==> src/rtl/cache_arbiter.sv <==
// Round-robin arbiter that shares one physical-memory port between an icache and a dcache.
// A grant latches the winner's request; pmem is driven only from the latched copy until pmem_resp.
module cache_arbiter (
  input  logic         clk,
  input  logic         rst,

  input  logic [31:0]  i_pmem_address,
  input  logic         i_pmem_read,
  output logic [255:0] i_pmem_rdata,
  output logic         i_pmem_resp,

  input  logic [31:0]  d_pmem_address,
  input  logic         d_pmem_read,
  input  logic         d_pmem_write,
  input  logic [255:0] d_pmem_wdata,
  output logic [255:0] d_pmem_rdata,
  output logic         d_pmem_resp,

  output logic [31:0]  pmem_address,
  output logic         pmem_read,
  output logic         pmem_write,
  output logic [255:0] pmem_wdata,
  input  logic [255:0] pmem_rdata,
  input  logic         pmem_resp
);

  // state   | meaning
  // IDLE    | no transaction; arbitrate pending requests
  // SERVE_I | icache fill in flight on pmem
  // SERVE_D | dcache fill or writeback in flight on pmem
  typedef enum logic [1:0] {
    IDLE    = 2'd0,
    SERVE_I = 2'd1,
    SERVE_D = 2'd2
  } state_t;

  state_t         state_q, state_d;
  logic           last_grant_q, last_grant_d;
  logic [31:0]    addr_q, addr_d;
  logic           read_q, read_d;
  logic           write_q, write_d;
  logic [255:0]   wdata_q, wdata_d;

  logic           i_req;
  logic           d_req;
  logic           grant_d_side;

  assign i_req = i_pmem_read;
  assign d_req = d_pmem_read | d_pmem_write;

  // On a tie the side not named by last_grant wins.
  always_comb begin
    grant_d_side = 1'b0;
    if (i_req && d_req) begin
      grant_d_side = ~last_grant_q;
    end else if (d_req) begin
      grant_d_side = 1'b1;
    end
  end

  always_comb begin
    state_d      = state_q;
    last_grant_d = last_grant_q;
    addr_d       = addr_q;
    read_d       = read_q;
    write_d      = write_q;
    wdata_d      = wdata_q;
    case (state_q)
      IDLE: begin
        if (d_req && grant_d_side) begin
          state_d = SERVE_D;
          addr_d  = d_pmem_address;
          write_d = d_pmem_write;
          read_d  = d_pmem_read & ~d_pmem_write;
          wdata_d = d_pmem_wdata;
        end else if (i_req) begin
          state_d = SERVE_I;
          addr_d  = i_pmem_address;
          write_d = 1'b0;
          read_d  = 1'b1;
          wdata_d = '0;
        end
      end
      SERVE_I: begin
        if (pmem_resp) begin
          state_d      = IDLE;
          last_grant_d = 1'b0;
        end
      end
      SERVE_D: begin
        if (pmem_resp) begin
          state_d      = IDLE;
          last_grant_d = 1'b1;
        end
      end
      default: state_d = IDLE;
    endcase
  end

  always_ff @(posedge clk) begin
    if (!rst) begin
      state_q      <= IDLE;
      last_grant_q <= 1'b0;
      addr_q       <= '0;
      read_q       <= 1'b0;
      write_q      <= 1'b0;
      wdata_q      <= '0;
    end else begin
      state_q      <= state_d;
      last_grant_q <= last_grant_d;
      addr_q       <= addr_d;
      read_q       <= read_d;
      write_q      <= write_d;
      wdata_q      <= wdata_d;
    end
  end

  // Outputs are also gated by rst so nothing leaks out before the reset edge lands.
  logic busy;
  assign busy = rst && (state_q != IDLE);

  assign pmem_address = rst ? addr_q  : '0;
  assign pmem_wdata   = rst ? wdata_q : '0;
  assign pmem_read    = busy & read_q & ~write_q;
  assign pmem_write   = busy & write_q;

  assign i_pmem_resp  = rst && (state_q == SERVE_I) && pmem_resp;
  assign d_pmem_resp  = rst && (state_q == SERVE_D) && pmem_resp;

  assign i_pmem_rdata = pmem_rdata;
  assign d_pmem_rdata = pmem_rdata;

endmodule

==> config.mk <==
export PLATFORM = sky130hd
export DESIGN_NAME = cache_arbiter
export DESIGN_NICKNAME = d
export VERILOG_FILES = /design/src/rtl/cache_arbiter.sv
export SDC_FILE = /design/constraint.sdc
export NUM_CORES = 1
export LEC_CHECK = 0
export ABC_AREA = 1
export ABC_CLOCK_PERIOD_IN_PS = 1700
export CAP_MARGIN = 20
export CORE_AREA = 5 5 537 539
export DETAILED_ROUTE_END_ITERATION = 7
export DIE_AREA = 0 0 542 544
export GPL_ROUTABILITY_DRIVEN = 0
export MAX_ROUTING_LAYER = met4
export PLACE_DENSITY = 0.3
export SYNTH_ARGS = -nofsm -noshare
export SYNTH_HDL_FRONTEND = slang
export SYNTH_SLANG_ARGS = --single-unit
==> constraint.sdc <==
create_clock -name clk -period 1.7 [get_ports clk]
set_input_delay 0.17 -clock clk [delete_from_list [all_inputs] [get_ports clk]]
set_output_delay 0.17 -clock clk [all_outputs]
set_load 0.02 [all_outputs]
Word level (Yosys, flattened, before mapping). Cells that the tools add are included.

Word-level logic and storage cells: 54. Input port bits: 582. Output and inout bits: 804. Register bits after elaboration: 293.

Reduce and logical (&&, ||, !) cells: 15. Bitwise operators: 8. Eq/ne operators: 6. Muxes and demuxes: 19.

Operators with widths (number): 256-bit 2-to-1 mux (3); 32-bit 2-to-1 mux (3); 1-bit 2-to-1 mux (8); 1-bit logical AND (7); 2-bit 2-to-1 mux (3); 2-bit nonzero test (3); 1-bit AND (4); 2-bit inequality test, second input constant (2); 2-bit one-hot mux with 2 select lines (1); 2-bit AND reduction (2); 3-bit inequality test, second input constant (1); 1-bit NOT (3); 3-bit AND reduction (1); 2-bit by 1-bit == test with 1-bit output, second input constant (1); 2-bit == test, second input constant (1); 2-bit zero test (1); 2-bit by 1-bit inequality test with 1-bit output, second input constant (1); 1-bit one-hot mux with 2 select lines (1); 2-bit OR reduction (1); 1-bit bitwise OR (1).

Depth between registers and ports, before layout.
Word-level depth: 6. Gate-level depth with buffers: 8. Depth with buffers taken out: 7.

Worst setup path after synthesis. Ideal clock, no wire load.

Path type: reg2reg. From: register state_q[0]. To: register wdata_q[241]. Clock period less this slack: 1.359 ns. Setup time: 0.114 ns. Stages on the path, launching flop included: 9. Slack: 0.341 ns. Arrival time: 1.245 ns. Buffers on the path: 2. Required time: 1.586 ns. Cell sequence: dfxtp_1 inv_1 ha_1 inv_1 nor2_4 buf_4 buf_2 nand3_1 nand2_1.

Cells in the longest elaborated chain, start to end: 2.

RTL lines: start, declared (RTL line 37) `state_t state_q, state_d;`; start signal, assigned (RTL line 109) `state_q <= state_d;`; 2-bit zero test (RTL line 68) `case (state_q)`; 2-bit AND reduction (no source line); end signal, assigned (RTL line 114) `wdata_q <= wdata_d;`; end, declared (RTL line 42) `logic [255:0] wdata_q, wdata_d;`.

Every way passes these cells. A chain may end at the register's enable or synchronous reset.

Worst setup path in the final report.
From: register state_q[0]. To: output port pmem_write.

Cells in the longest elaborated chain, start to end: 3.

RTL lines: 2-bit nonzero test (RTL line 120) `assign busy = rst && (state_q != IDLE);`; 1-bit logical AND (RTL line 120); 1-bit AND (RTL line 125) `assign pmem_write = busy & write_q;`; end, declared (RTL line 21) `output logic pmem_write,`.

Every way passes these cells.

==> metrics.txt <==
# TYPE chip_impl_metric gauge
chip_impl_metric{name="pin_count_of_the_biggest_net_entering_global_routing",unit=""} 48
chip_impl_metric{name="floorplan.die.height",unit="um"} 544
chip_impl_metric{name="ctsLongestPathBuffers",unit=""} 3
chip_impl_metric{name="fp-row-count",unit=""} 196
chip_impl_metric{name="asyncSetResetFlopFracSynth",unit=""} 0
chip_impl_metric{name="fin_skew",unit="ns"} 0.04548
chip_impl_metric{name="synthesis.yosys.warnings",unit=""} 0
chip_impl_metric{name="ys_seq_elements",unit=""} 293
chip_impl_metric{name="layout-drive-gt1-share",unit=""} 0.2319
chip_impl_info{name="synth_commonest_cells",value="1006 x sky130_fd_sc_hd__nand2_1, 537 x sky130_fd_sc_hd__buf_4, 295 x sky130_fd_sc_hd__inv_1"} 1
chip_impl_metric{name="gr-total-overflow",unit=""} 0
chip_impl_info{name="synth_top_cells_by_area",value="sky130_fd_sc_hd__dfxtp_1 35%, sky130_fd_sc_hd__buf_4 24%, sky130_fd_sc_hd__nand2_1 23%, sky130_fd_sc_hd__nand3_1 7.8%, sky130_fd_sc_hd__inv_1 6.6%"} 1
chip_impl_info{name="cts_root_buf",value="sky130_fd_sc_hd__clkbuf_16"} 1
chip_impl_metric{name="groute.usage.overall",unit=""} 0.09677
chip_impl_metric{name="power.static_leakage",unit="nW"} 14.12
chip_impl_metric{name="fin_crit",unit="ns"} 1.844
chip_impl_metric{name="area_of_the_multi_input_gates",unit="mm^2"} 0.005703
chip_impl_metric{name="clock.fmax",unit="GHz"} 0.5422
chip_impl_metric{name="syn_avg_cell_area",unit="um^2"} 6.640
chip_impl_metric{name="num-nets-final",unit=""} 3497
chip_impl_metric{name="cap_violations",unit=""} 0
chip_impl_metric{name="power_per_cell_area",unit="mW/mm^2"} 916.4
chip_impl_metric{name="drtIter0Drc",unit=""} 710
chip_impl_metric{name="detailedPlacementHpwl",unit="mm"} 122.6
chip_impl_metric{name="synth.distinct_cells",unit=""} 18
chip_impl_metric{name="clk_pin_slew",unit="ns"} 0.05
chip_impl_info{name="setup.worst_path.class",value="reg2out"} 1
chip_impl_metric{name="maximum_net_fanout_on_the_critical_path",unit=""} 2
chip_impl_metric{name="wl_per_cell",unit="um"} 22.07
chip_impl_metric{name="hold_ws",unit="ns"} 0.09620
chip_impl_metric{name="mappedNetlistNets",unit=""} 3099
chip_impl_metric{name="syn_to_final_growth",unit="%"} 81.19
chip_impl_info{name="result_of_the_run",value="finished with violations"} 1
chip_impl_metric{name="netlist_area",unit="mm^2"} 0.01669
chip_impl_info{name="violations_in_the_final_reports",value="setup timing"} 1
chip_impl_metric{name="maxSlewViolCount",unit=""} 0
chip_impl_metric{name="timing_worst_slew_pin_value",unit="ns"} 0.4475
chip_impl_info{name="cp-start-kind",value="flop"} 1
chip_impl_metric{name="clock_insertion_delay_worst_skew",unit="ns"} 0.68
chip_impl_metric{name="routed_wire_length",unit="mm"} 148.3
chip_impl_metric{name="rr_worst_depth",unit=""} 11
chip_impl_metric{name="cts_made_buffers",unit=""} 49
chip_impl_info{name="rsz0062_at_grt",value="true"} 1
chip_impl_metric{name="grt_first_pass_wirelength",unit="mm"} 180.8
chip_impl_metric{name="design.core.area",unit="mm^2"} 0.2835
chip_impl_metric{name="setup_violations",unit=""} 15
chip_impl_metric{name="fin_cells",unit=""} 6721
chip_impl_metric{name="worstPathArrival",unit="ns"} 1.67
chip_impl_metric{name="hold_path_depth",unit=""} 6
chip_impl_metric{name="tritoncts_num_sinks",unit=""} 293
chip_impl_info{name="worst_setup_path_end_kind",value="output pin"} 1
chip_impl_metric{name="grt_antenna_before_repair",unit=""} 55
chip_impl_metric{name="yosys_top_cell_area_share",unit=""} 0.3514
chip_impl_metric{name="drt_first_pass_iters",unit=""} 5
chip_impl_metric{name="layout_worst_path_cycle_share",unit=""} 1.085
chip_impl_metric{name="timing.final.ws_setup",unit="ns"} -0.1443
chip_impl_metric{name="top_level_ports",unit=""} 1386
chip_impl_metric{name="yosysSeqAreaShare",unit=""} 0.3514
chip_impl_metric{name="worst-endpoint-required",unit="ns"} 1.53
chip_impl_info{name="ys.flop_type",value="sky130_fd_sc_hd__dfxtp_1"} 1
chip_impl_metric{name="placed_cells_incl_taps",unit=""} 6466
chip_impl_metric{name="io_buffer_count",unit=""} 617
chip_impl_metric{name="die-area",unit="mm^2"} 0.2948
chip_impl_metric{name="ff_latch_area",unit="mm^2"} 0.005868
chip_impl_metric{name="vias",unit=""} 16370
chip_impl_metric{name="start_util",unit=""} 0.05888
chip_impl_info{name="netlist.top_cell.by_area",value="sky130_fd_sc_hd__dfxtp_1"} 1
chip_impl_metric{name="horizontal_extent_of_the_die",unit="um"} 542
chip_impl_metric{name="synth_enable_flop_cells",unit=""} 0
chip_impl_metric{name="drt-vias-per-instance",unit=""} 2.436
chip_impl_metric{name="drc",unit=""} 0
chip_impl_metric{name="h-tree-depth",unit=""} 2
chip_impl_metric{name="postRouteAntennaNets",unit=""} 0
chip_impl_info{name="tritoncts_clock_tree",value="done"} 1
chip_impl_metric{name="finalHoldViolCount",unit=""} 0
chip_impl_metric{name="max-slew-margin-rel",unit=""} 0.7017
chip_impl_metric{name="irDropWorstVdd",unit="mV"} 0.7309
chip_impl_metric{name="fillers",unit=""} 32990
chip_impl_info{name="post-synth-top-count-cell",value="sky130_fd_sc_hd__nand2_1"} 1
chip_impl_metric{name="syn_inst",unit=""} 2514
chip_impl_info{name="hold_path_class",value="in2reg"} 1
chip_impl_metric{name="grt_pass1_vias",unit=""} 16410
[cell families (layout without fill, tap and decap cells)]
logic type      after synthesis  after routing  share of synthesized area
compound gates                5              5                   0.001949
fa+ha+maj                     3              3                   0.002249
buf+inv                     938           1369                     0.3376
flops                       293            293                     0.3514
other cells                   0             14                          0
simple gates               1275           1275                     0.3068
[metal layers]
metal  global-route usage  vias to the layer above  part of all wire
met5                    -                        -                 0
met4              0.05175                        0             0.061
met3              0.09614                      450              0.22
met2               0.1398                     1069              0.42
met1              0.07989                     7090              0.30
li1                     -                     7761                 -
[path summary, 6_finish.rpt]
kind	from	to	slack, ns
max	state_q[0]$_SDFFE_PN0P_	pmem_write	-0.14
min	rst	wdata_q[193]$_SDFFE_PN0P_	0.1
max reg2reg	state_q[1]$_SDFFE_PN0P_	wdata_q[131]$_SDFFE_PN0P_	-0.02
min reg2reg	read_q$_SDFFE_PN0P_	read_q$_SDFFE_PN0P_	0.47
[metrics by stage]
stage	area, um^2	setup TNS [ns]	worst slack, ns	power (mW)	utilization
final	30250	-0.4999	-0.1443	27.72	0.1067
after floorplan	16690	0	0.3410	13.13	-
after CTS	29580	-2.510	-0.2409	28.17	0.1043
after global placement	26190	-54.31	-0.2865	16.27	0.09240
after global routing	30240	-4.582	-0.2690	29.58	0.1067
after detailed placement	26190	-62.18	-0.2846	16.29	0.09240
[worst max-delay path, cell delays in order, from the launching register on]
cell and delay (ns):
sky130_fd_sc_hd__dfxtp_2 0.33, sky130_fd_sc_hd__inv_2 0.06, sky130_fd_sc_hd__ha_4 0.16, sky130_fd_sc_hd__buf_6 0.12, sky130_fd_sc_hd__nor3_4 0.20, sky130_fd_sc_hd__buf_6 0.16
[what timing repair did]
item | in CTS | in global routing
pin swaps | 6 | 38
cloned | 5 | 10
hold buffers | 129 | 0
setup buffers | 8 | 9
endpoints found under the hold margin | 129 | 0
resized for setup | 418 | 126
endpoints found under the setup margin | 188 | 229
[placed cells by master, fill, tap and decap left out, drive strengths merged, types with 7 or more instances in the layout]
cell type and instances:
inv 297, diode 14, nand3 259, dfxtp 293, clkdlybuf4s50 324, clkinv 7, clkdlybuf4s15 105, nor2 8
clkbuf 88, dlygate4sd3 129, buf 408, nand2 1006
[power breakdown]
group          internal, mW  switching, mW
clock                  5.94           4.17
combinational          4.29           5.28
sequential             7.81          0.219
total                  18.0           9.68
[state kept, by name, summed over array words and instances (netlist names)]
name and cells:
read_q 1, write_q 1, addr_q 32, last_grant_q 1
state_q 2, wdata_q 256
[area by class of cell]
type                       count  area share
antenna                       14    0.001158
timing repair buffer         989      0.3725
tap                         3762      0.1556
multi-input combinational   1283      0.1886
clock inverter                14    0.005461
sequential                   293      0.1940
clock buffer                  70     0.04584
inverter                     296     0.03686
No activity file was read; power rests on OpenSTA's default activity.
